[config.mk]
export PLATFORM = sky130hd
export DESIGN_NAME = pipeline_ctrl
export DESIGN_NICKNAME = d
export VERILOG_FILES = /design/src/rtl/pipeline_ctrl_pkg.sv /design/src/rtl/pipeline_ctrl_hazard_detect.sv /design/src/rtl/pipeline_ctrl.sv
export SDC_FILE = /design/constraint.sdc
export NUM_CORES = 1
export LEC_CHECK = 0
export BUFFER_PORTS_ARGS = -buffer_cell sky130_fd_sc_hd__buf_2
export CORE_MARGIN = 10
export CORE_UTILIZATION = 52
export DETAILED_ROUTE_END_ITERATION = 6
export GPL_ROUTABILITY_DRIVEN = 0
export PLACE_DENSITY_LB_ADDON = 0.08
export SETUP_SLACK_MARGIN = 0.02
export SLEW_MARGIN = 40
export SYNTH_ARGS = -nofsm -noshare
export SYNTH_HDL_FRONTEND = slang
export SYNTH_SLANG_ARGS = --single-unit
export TNS_END_PERCENT = 10
[constraint.sdc]
create_clock -name clk -period 2.4 [get_ports clk]
set_input_delay 0 -clock clk [delete_from_list [all_inputs] [get_ports clk]]
set_output_delay 0 -clock clk [all_outputs]
set_load 0.05 [all_outputs]
[src/rtl/pipeline_ctrl_pkg.sv]
// pipeline_ctrl_pkg: shared FSM encodings, control bundles and hazard helper for the pipeline controller.
package pipeline_ctrl_pkg;
  typedef enum logic [1:0] {
    RUN   = 2'd0,
    MWAIT = 2'd1,
    ERR   = 2'd2
  } state_t;

  localparam logic [4:0] REG_ZERO = 5'd0;

  // Control fields carried in ID/EXE; a bubble loads NOP_EX_CTRL so nothing writes back or touches memory.
  typedef struct packed {
    logic wb_en;
    logic mem_read;
    logic mem_write;
  } ex_ctrl_t;

  localparam ex_ctrl_t NOP_EX_CTRL = '0;

  typedef struct packed {
    logic freeze_IF;
    logic freeze_ID;
    logic bubble_ID;
    logic flush_IF;
    logic freeze_EXE;
    logic freeze_MEM;
  } ctrl_t;

  localparam ctrl_t CTRL_NONE = 6'b000000;
  localparam ctrl_t CTRL_MEM  = 6'b110011;
  localparam ctrl_t CTRL_BR   = 6'b001100;
  localparam ctrl_t CTRL_DATA = 6'b111000;

  function automatic logic reg_hit(input logic [4:0] src, input logic used,
                                   input logic [4:0] dest, input logic wb_en);
    return wb_en & used & (dest != REG_ZERO) & (src == dest);
  endfunction
endpackage

[src/rtl/pipeline_ctrl_hazard_detect.sv]
// hazard_detect: combinational RAW detection against EXE and MEM destinations, forwarding-aware.
module hazard_detect
  import pipeline_ctrl_pkg::*;
(
  input  logic [4:0] src1_ID,
  input  logic [4:0] src2_ID,
  input  logic       use_src1,
  input  logic       use_src2,
  input  logic [4:0] dest_EXE,
  input  logic       WB_En_EXE,
  input  logic       mem_read_EXE,
  input  logic [4:0] dest_MEM,
  input  logic       WB_En_MEM,
  input  logic       fwd_en,
  output logic       data_stall
);
  logic hz_exe, hz_mem;

  always_comb begin
    hz_exe = reg_hit(src1_ID, use_src1, dest_EXE, WB_En_EXE) |
             reg_hit(src2_ID, use_src2, dest_EXE, WB_En_EXE);
    hz_mem = reg_hit(src1_ID, use_src1, dest_MEM, WB_En_MEM) |
             reg_hit(src2_ID, use_src2, dest_MEM, WB_En_MEM);
    // With forwarding only a load in EXE cannot be bypassed in time.
    data_stall = fwd_en ? (hz_exe & mem_read_EXE) : (hz_exe | hz_mem);
  end
endmodule

[src/rtl/pipeline_ctrl.sv]
// pipeline_ctrl: pipeline freeze/bubble/flush sequencing with memory-wait watchdog and perf counters.
module pipeline_ctrl
  import pipeline_ctrl_pkg::*;
#(
  parameter int TIMEOUT = 64,
  parameter int CNT_W   = 16
) (
  input  logic             clk,
  input  logic             rst,
  input  logic [4:0]       src1_ID,
  input  logic [4:0]       src2_ID,
  input  logic             use_src1,
  input  logic             use_src2,
  input  logic [4:0]       dest_EXE,
  input  logic             WB_En_EXE,
  input  logic             mem_read_EXE,
  input  logic [4:0]       dest_MEM,
  input  logic             WB_En_MEM,
  input  logic             Br_taken,
  input  logic             mem_busy,
  input  logic             fwd_en,
  output logic             freeze_IF,
  output logic             freeze_ID,
  output logic             bubble_ID,
  output logic             flush_IF,
  output logic             freeze_EXE,
  output logic             freeze_MEM,
  output logic             mem_timeout,
  output logic [CNT_W-1:0] stall_data_cnt,
  output logic [CNT_W-1:0] stall_mem_cnt,
  output logic [CNT_W-1:0] flush_cnt
);
  localparam int WW = $clog2(TIMEOUT + 1);

  state_t        state, state_nx;
  logic [WW-1:0] wait_cnt, wait_nx;
  logic          data_stall, r_mem, r_br, r_data;
  ctrl_t         ctrl;

  hazard_detect u_hazard (
    .src1_ID      (src1_ID),
    .src2_ID      (src2_ID),
    .use_src1     (use_src1),
    .use_src2     (use_src2),
    .dest_EXE     (dest_EXE),
    .WB_En_EXE    (WB_En_EXE),
    .mem_read_EXE (mem_read_EXE),
    .dest_MEM     (dest_MEM),
    .WB_En_MEM    (WB_En_MEM),
    .fwd_en       (fwd_en),
    .data_stall   (data_stall)
  );

  always_comb begin
    r_mem  = (state != ERR) & mem_busy;
    r_br   = (state != ERR) & ~mem_busy & Br_taken;
    r_data = (state != ERR) & ~mem_busy & ~Br_taken & data_stall;
    ctrl   = rst            ? CTRL_NONE :
             (state == ERR) ? CTRL_MEM  :
             r_mem          ? CTRL_MEM  :
             r_br           ? CTRL_BR   :
             r_data         ? CTRL_DATA : CTRL_NONE;
  end

  assign freeze_IF  = ctrl.freeze_IF;
  assign freeze_ID  = ctrl.freeze_ID;
  assign bubble_ID  = ctrl.bubble_ID;
  assign flush_IF   = ctrl.flush_IF;
  assign freeze_EXE = ctrl.freeze_EXE;
  assign freeze_MEM = ctrl.freeze_MEM;

  // wait_cnt counts busy cycles already seen; ERR fires on the busy cycle after it reaches TIMEOUT.
  always_comb begin
    state_nx = state;
    wait_nx  = wait_cnt;
    case (state)
      RUN: begin
        state_nx = mem_busy ? MWAIT : RUN;
        wait_nx  = mem_busy ? WW'(1) : '0;
      end
      MWAIT: begin
        state_nx = !mem_busy ? RUN :
                   (wait_cnt == WW'(TIMEOUT)) ? ERR : MWAIT;
        wait_nx  = !mem_busy ? '0 :
                   (wait_cnt == WW'(TIMEOUT)) ? wait_cnt : wait_cnt + WW'(1);
      end
      default: begin
        state_nx = ERR;
        wait_nx  = wait_cnt;
      end
    endcase
  end

  always_ff @(posedge clk or posedge rst) begin
    if (rst) begin
      state       <= RUN;
      wait_cnt    <= '0;
      mem_timeout <= 1'b0;
    end else begin
      state       <= state_nx;
      wait_cnt    <= wait_nx;
      mem_timeout <= mem_timeout | (state_nx == ERR);
    end
  end

  always_ff @(posedge clk or posedge rst) begin
    if (rst) begin
      stall_data_cnt <= '0;
      stall_mem_cnt  <= '0;
      flush_cnt      <= '0;
    end else begin
      if (r_data && !(&stall_data_cnt)) stall_data_cnt <= stall_data_cnt + CNT_W'(1);
      if (r_mem && !(&stall_mem_cnt)) stall_mem_cnt <= stall_mem_cnt + CNT_W'(1);
      if (r_br && !(&flush_cnt)) flush_cnt <= flush_cnt + CNT_W'(1);
    end
  end
endmodule

==> impl_summary.txt, run 1 <==
----------------------------------------------------
[Run status]
  Result of the run ... finished clean

[STA]
  Max-slew violation count ... 0
  Period utilisation layout ... 89.78%
  Final hold violation count ... 0
  Max Clock Skew ... 0.01005 ns
  Slew at the pin closest to its max-slew limit ... 0.5490 ns
  Post-Route Setup TNS ... 0 ns
  Worst hold slack across all endpoints ... 0.03466 ns
  Highest achievable clock rate ... 0.4641 GHz
  Crit path time final ... 2.155 ns
  Final setup violation count ... 0
  Worst slew margin ... 63.40%
  RSZ-0062 raised after global routing ... no

[Worst setup path]
  Startpoint-to-endpoint class of the critical path ... reg -> reg
  Critical path's largest stage delay ... 0.44 ns
  Cells along the critical path ... ha_1 -> nand4_1 -> o311a_4 -> and3_1 -> nand4_4 -> nor2_1 -> xor2_1
  Worst path required time ... 2.62 ns
  Arr. time, crit path ... 2.37 ns
  Family of cells with the greatest summed delay on the critical path ... simple AND/OR/NAND/NOR gates
  Worst Path Buf+Inv ... 0
  Startpoint type of the worst setup path ... flip-flop
  Worst setup EP type ... flip-flop
  Crit-path slowest cell ... dfrtp_2
  Highest net fanout along the worst path ... 9

[Clocking]
  Clock latency on the worst-skew pair ... 0.34 ns
  Post-cts gate resize count ... 0
  TritonCTS Sinks ... 58
  Maximum level of the CTS H-tree ... 3
  Worst-path clk slew ... 0.06 ns
  CTS tree ... done
  Number of buffers created by CTS ... 9
  Clock root buffer ... clkbuf_8
  Count of hold-fix buffers inserted at cts ... 1
  Post-CTS setup buffers ... 0
  Number of buffers on the longest clock path ... 2

[Route]
  Total routed wirelength ... 7.135 mm
  ANT nets after route ... 0
  Avg WL per Cell ... 15.58 um
  Violation count after the first detailed-routing iteration ... 96
  Via Count ... 2441
  First-pass DRT Iterations ... 4
  Via-per-instance ratio ... 5.330
  # DRC ... 0

[GRT]
  Global-route wire length before repair ... 11.90 mm
  Initial antenna violation count ... 0
  Pin count of the biggest net entering global routing ... 45
  Leftover overflow at the end of global routing ... 0
  Total GRT Usage ... 15.10%
  Via count of the first global-routing pass ... 2424

[Layout]
  Post-layout instance count excluding filler cells ... 458
  Util after Layout ... 66.16%
  Final nets ... 417
  Share of post-route cells with drive strength above 1 ... 30.83%
  Signed area change from the synthesized netlist to the final layout ... 21.11%
  Antenna cells ... 0

[Synthesis]
  Number of warning messages in the yosys log ... 0
  Flip-flop and latch count after synthesis ... 58
  Syn avg cell area ... 10.63 um^2
  Cell count after synthesis ... 290
  Sequential area share after synthesis ... 47.10%
  Syn Std Cell Area ... 0.003082 mm^2
  Syn Nets ... 325
  Share of synthesized flip-flops with an asynchronous set or reset ... 100.0%
  Primary FF master, synth ... dfrtp_1
  Number of different library cells in the post-synthesis netlist ... 42
  Number of flops mapped to enable cells by yosys ... 0

[Place]
  I/O Buffers ... 84
  Final HPWL from detailed placement ... 5.475 mm
  DP Cell Count ... 442

[Pwr]
  Worst IR Drop VDD ... 0.0009425 V
  Leakage power of the design ... 1.861 nW
  Cell Pwr Density ... 763.5 mW/mm^2

[Min path]
  Type of the worst min-delay path ... in -> reg

[Die]
  Starting utilization of the core area ... 54.62%
  IO Count ... 85
  Die span in x ... 96.98 um
  Standard cell core area ... 0.005642 mm^2
  Standard-cell rows ... 27
  Chip height ... 96.98 um
  Area of the die ... 0.009405 mm^2

[Run]
  Reported max-cap violation count ... 0

----------------------------------------------------
-- through the flow --
step / total power (W) / area, um^2 / worst slack (ns)
CTS: 0.002877 / 3732 / 0.2480
global route: 0.002991 / 3732 / 0.1346
finish: 0.002850 / 3732 / 0.2453
global placement: 0.002074 / 3552 / 0.3302
detailed placement: 0.002080 / 3552 / 0.2623
floorplan: 0.001848 / 3084 / 0.1277
-- layout by cell type, fill, tap and decap left out, drive strengths merged --
| cell type | synthesis | routed |
|---|---|---|
| buf | 6 | 86 |
| dfrtp | 58 | 58 |
| xnor2 | 46 | 46 |
| nand3 | 23 | 23 |
| xor2 | 20 | 20 |
| nor2 | 19 | 19 |
| nand2 | 19 | 19 |
| nand4 | 19 | 19 |
| o21ai | 12 | 12 |
| clkbuf | 0 | 12 |
| and3 | 11 | 11 |
| inv | 10 | 10 |
| ha | 5 | 5 |
| a21oi | 5 | 5 |
| nor3 | 5 | 5 |
| nand2b | 4 | 4 |
| and2 | 3 | 3 |
| nor4 | 3 | 3 |
| mux2 | 3 | 3 |
| clkinv | 0 | 3 |
| or2 | 3 | 3 |
| o22a | 2 | 2 |
| or4 | 2 | 2 |
| a31oi | 2 | 2 |
| o22ai | 2 | 2 |
| nand4bb | 1 | 1 |
| o311a | 1 | 1 |
| and4 | 1 | 1 |
| or3 | 1 | 1 |
| nand4b | 1 | 1 |
| nor3b | 1 | 1 |
| o211a | 1 | 1 |
| o31ai | 1 | 1 |
| dlygate4sd3 | 0 | 1 |
-- registers in the layout, summed over array words and instances, names as in the netlist --
name	count
flush_cnt	16
mem_timeout	1
stall_data_cnt	16
stall_mem_cnt	16
state	2
wait_cnt	7
-- worst register-to-register path: stages (launching register included) --
cell and delay, ns:
dfrtp_2 0.44, ha_1 0.31, nand4_1 0.20, o311a_4 0.42, and3_1 0.30, nand4_4 0.16
nor2_1 0.06, xor2_1 0.14
-- layout make-up --
cell class                      instances  area, um^2
Fill cell                             469        1909
Multi-Input combinational cell        216        1535
Sequential cell                        58        1454
Timing Repair Buffer                   87       445.4
Clock buffer                           12       155.1
Tap cell                               72       90.09
Inverter                               10       37.54
Clock inverter                          3       15.01
-- Yosys cell counts (all sizes together) (4+ instances only) --
cell type	count	share of area, %
a21oi	5	1.2
and3	11	2.3
nand2b	4	0.81
xnor2	46	13
nor3	5	1.1
nand3	23	3.7
nand2	19	2.3
xor2	20	5.7
dfrtp	58	47
nand4	19	4.5
nor2	19	2.3
buf	6	1.9
o21ai	12	1.9
inv	10	1.2
ha	5	2.0
-- cell families (layout without fill, tap and decap cells) --
kind of cell    Yosys count  after routing  synth area share, %
compound gates           26             26                6.456
xor+xnor                 66             66                18.76
fa+ha+maj                 5              5                2.030
buf+inv                  16            112                3.085
flops                    58             58                47.10
mux                       3              3                1.096
simple gates            116            116                21.48
-- worst paths after layout --
check	start	end	slack, ns	cells past startpoint
hold / removal	mem_busy	state[0]	0.03	3
min in group asynchronous	rst	stall_data_cnt[11]	0.20	3
hold reg to reg	mem_timeout	mem_timeout	0.47	1
setup / recovery	flush_cnt[0]	flush_cnt[13]	0.25	7
max in group asynchronous	rst	flush_cnt[1]	1.31	4
setup reg to reg	flush_cnt[0]	flush_cnt[13]	0.25	7
-- metal layers --
| layer | track usage [%] | part of all wire [%] | wire length (um) | vias up |
|---|---|---|---|---|
| met5 | 0 | 0 | 0 | - |
| met4 | 5.862 | 1.8 | 127 | 0 |
| met3 | 5.110 | 6.8 | 484 | 10 |
| met2 | 22.65 | 45 | 3205 | 86 |
| met1 | 19.54 | 47 | 3318 | 1149 |
| li1 | - | - | - | 1196 |
-- power by group --
| part | total, W | switching (W) | internal (W) |
|---|---|---|---|
| Clock | 0.000790 | 0.000371 | 0.000420 |
| Sequential | 0.00124 | 0.000155 | 0.00109 |
| Combinational | 0.000816 | 0.000584 | 0.000233 |
Power figures use the tool's default switching activity.
==> inputs of run 2 (changes only) <==
==> constraint.sdc (replaced) <==
create_clock -name clk -period 2.4 [get_ports clk]
set_input_delay 0.48 -clock clk [delete_from_list [all_inputs] [get_ports clk]]
set_output_delay 0.48 -clock clk [all_outputs]
set_load 0.05 [all_outputs]
==> run 2 against run 1 <==
  * Sequential share of layout area fell by 0.62 points
  * Highest routed layer unchanged
  * Global-route usage fell by 0.51 points
  * Critical path depth fell by 1
  * Final cell count rose by 0.66%
  * Routed wire length fell by 1.8%
  * Clock power fell by 1%
  * Core utilization rose by 0.95 points
  * Critical path type is now in -> out
  * Via count barely moved
  * Final area rose by 1.4%
  * Sequential power fell by 3%
  * Total power rose by 0.83%
  * Register-to-register slack improved by 0.11 ns
==> impl_summary.txt, run 2 (synthesized netlist as in run 1, its figures left out) <==
----------------------------------------------------
[Run status]
  Result of the run ... finished clean

[Clocking]
  Post-CTS setup buffers ... 0
  Worst-path clk slew ... 0.06 ns
  Clock latency on the worst-skew pair ... 0.32 ns
  Clock root buffer ... clkbuf_8
  Number of buffers created by CTS ... 9
  TritonCTS Sinks ... 58
  Maximum level of the CTS H-tree ... 3
  CTS tree ... done
  Number of buffers on the longest clock path ... 2

[GRT]
  Pin count of the biggest net entering global routing ... 51
  Leftover overflow at the end of global routing ... 0
  GR peak layer ... met2
  Met2 usage in global routing ... 23.11%
  Via count of the first global-routing pass ... 2413
  Global routing met3 resource utilization ... 4.045%
  Global-route wire length before repair ... 11.60 mm
  Global routing usage on met1 ... 18.27%
  Total GRT Usage ... 14.59%
  Initial antenna violation count ... 0

[Place]
  I/O Buffers ... 84
  Pre-CTS setup slack ... 0.02610 ns
  Final HPWL from detailed placement ... 5.452 mm

[STA]
  Period utilisation layout ... 96.99%
  Final setup violation count ... 0
  Slew at the pin closest to its max-slew limit ... 0.6139 ns
  Max-slew violation count ... 0
  Final hold violation count ... 0
  Highest achievable clock rate ... 0.4296 GHz
  Worst hold slack across all endpoints ... 0.1017 ns
  Crit path time final ... 2.328 ns
  Worst setup slack after layout ... 0.07213 ns
  Max Clock Skew ... 0.01047 ns
  Post-Route Setup TNS ... 0 ns
  Worst slew margin ... 59.07%
  RSZ-0062 raised after global routing ... no

[Die]
  Standard-cell rows ... 27
  Starting utilization of the core area ... 54.62%
  Standard cell core area ... 0.005642 mm^2
  IO Count ... 85
  Area of the die ... 0.009405 mm^2
  Die span in x ... 96.98 um
  Chip height ... 96.98 um

[Worst setup path]
  Startpoint-to-endpoint class of the critical path ... in -> out
  Arr. time, crit path ... 1.85 ns
  Highest net fanout along the worst path ... 3
  Worst path required time ... 1.92 ns
  Startpoint type of the worst setup path ... primary input
  Worst setup path start ... dest_MEM[0]
  Worst setup EP type ... primary output
  Reg-to-Reg Start ... stall_mem_cnt[10]
  R2R cell count ... 7

[Route]
  Avg WL per Cell ... 15.20 um
  ANT nets after route ... 0
  # DRC ... 0
  First-pass DRT Iterations ... 4
  Violation count after the first detailed-routing iteration ... 60
  Via-per-instance ratio ... 5.291
  Via Count ... 2439
  Total routed wirelength ... 7.006 mm

[Layout]
  Most frequent cells in the layout ... buf_2 (82), dfrtp_1 (58), xnor2_1 (44)
  Regs by FF count ... flush_cnt: 16 flops, stall_data_cnt: 16 flops, stall_mem_cnt: 16 flops
  Most common cell after layout, fill and taps aside ... buf_2
  Share of post-route cells with drive strength above 1 ... 31.62%
  Signed area change from the synthesized netlist to the final layout ... 22.86%
  Final nets ... 420
  Antenna cells ... 0

[Min path]
  Type of the worst min-delay path ... in -> async

[Pwr]
  Cell Pwr Density ... 758.9 mW/mm^2
  Leakage power of the design ... 1.883 nW
  Worst IR Drop VDD ... 0.0006014 V
  Sum of internal, switching and leakage power ... 0.002873 W

[Run]
  Reported max-cap violation count ... 0

----------------------------------------------------
-- run 2: power by group --
group          total (W)  internal (W)  switching (W)
Clock           0.000781      0.000424       0.000357
Combinational   0.000890      0.000267       0.000623
Sequential       0.00120       0.00108       0.000119
Total            0.00287       0.00178        0.00110
-- run 2: stage by stage --
stage / std cells / area [um^2] / utilization [%]
after floorplan: 290 / 3089 / -
after global placement: 446 / 3587 / 63.58
after detailed placement: 446 / 3587 / 63.58
after CTS: 461 / 3759 / 66.62
after global routing: 461 / 3786 / 67.11
final: 461 / 3786 / 67.11
-- run 2: area by class of cell --
cell class / count / area, um^2
Fill cell: 456 / 1856
Clock inverter: 2 / 12.51
Tap cell: 72 / 90.09
Multi-Input combinational cell: 216 / 1554
Sequential cell: 58 / 1451
Clock buffer: 13 / 158.9
Timing Repair Buffer: 90 / 478.0
Inverter: 10 / 41.29
-- run 2: final timing paths --
path                                           to  slack (ns)
max in group asynchronous       stall_data_cnt[3]        1.45
worst min-delay path                flush_cnt[13]        0.10
worst min register to register        mem_timeout        0.47
worst max-delay path                    bubble_ID        0.07
min in group clk                      mem_timeout        0.47
worst max register to register   stall_mem_cnt[9]        0.36
-- run 2: layer usage --
layer | routed length [um] | vias to the layer above
li1 | - | 1203
met3 | 335 | 6
met5 | 0 | -
met2 | 3536 | 59
met4 | 69 | 0
met1 | 3065 | 1171
-- run 2: what timing repair did --
| action | CTS | global route |
|---|---|---|
| resized for setup | 0 | 9 |
| endpoints found under the hold margin | 0 | 0 |
| endpoints found under the setup margin | 0 | 3 |
| hold buffers | 0 | 0 |
-- run 2: critical path, stage by stage --
cell and delay (ns):
buf_2 0.14, or4_1 0.51, o21ai_1 0.17, o22ai_2 0.13, o211a_1 0.21, buf_2 0.21
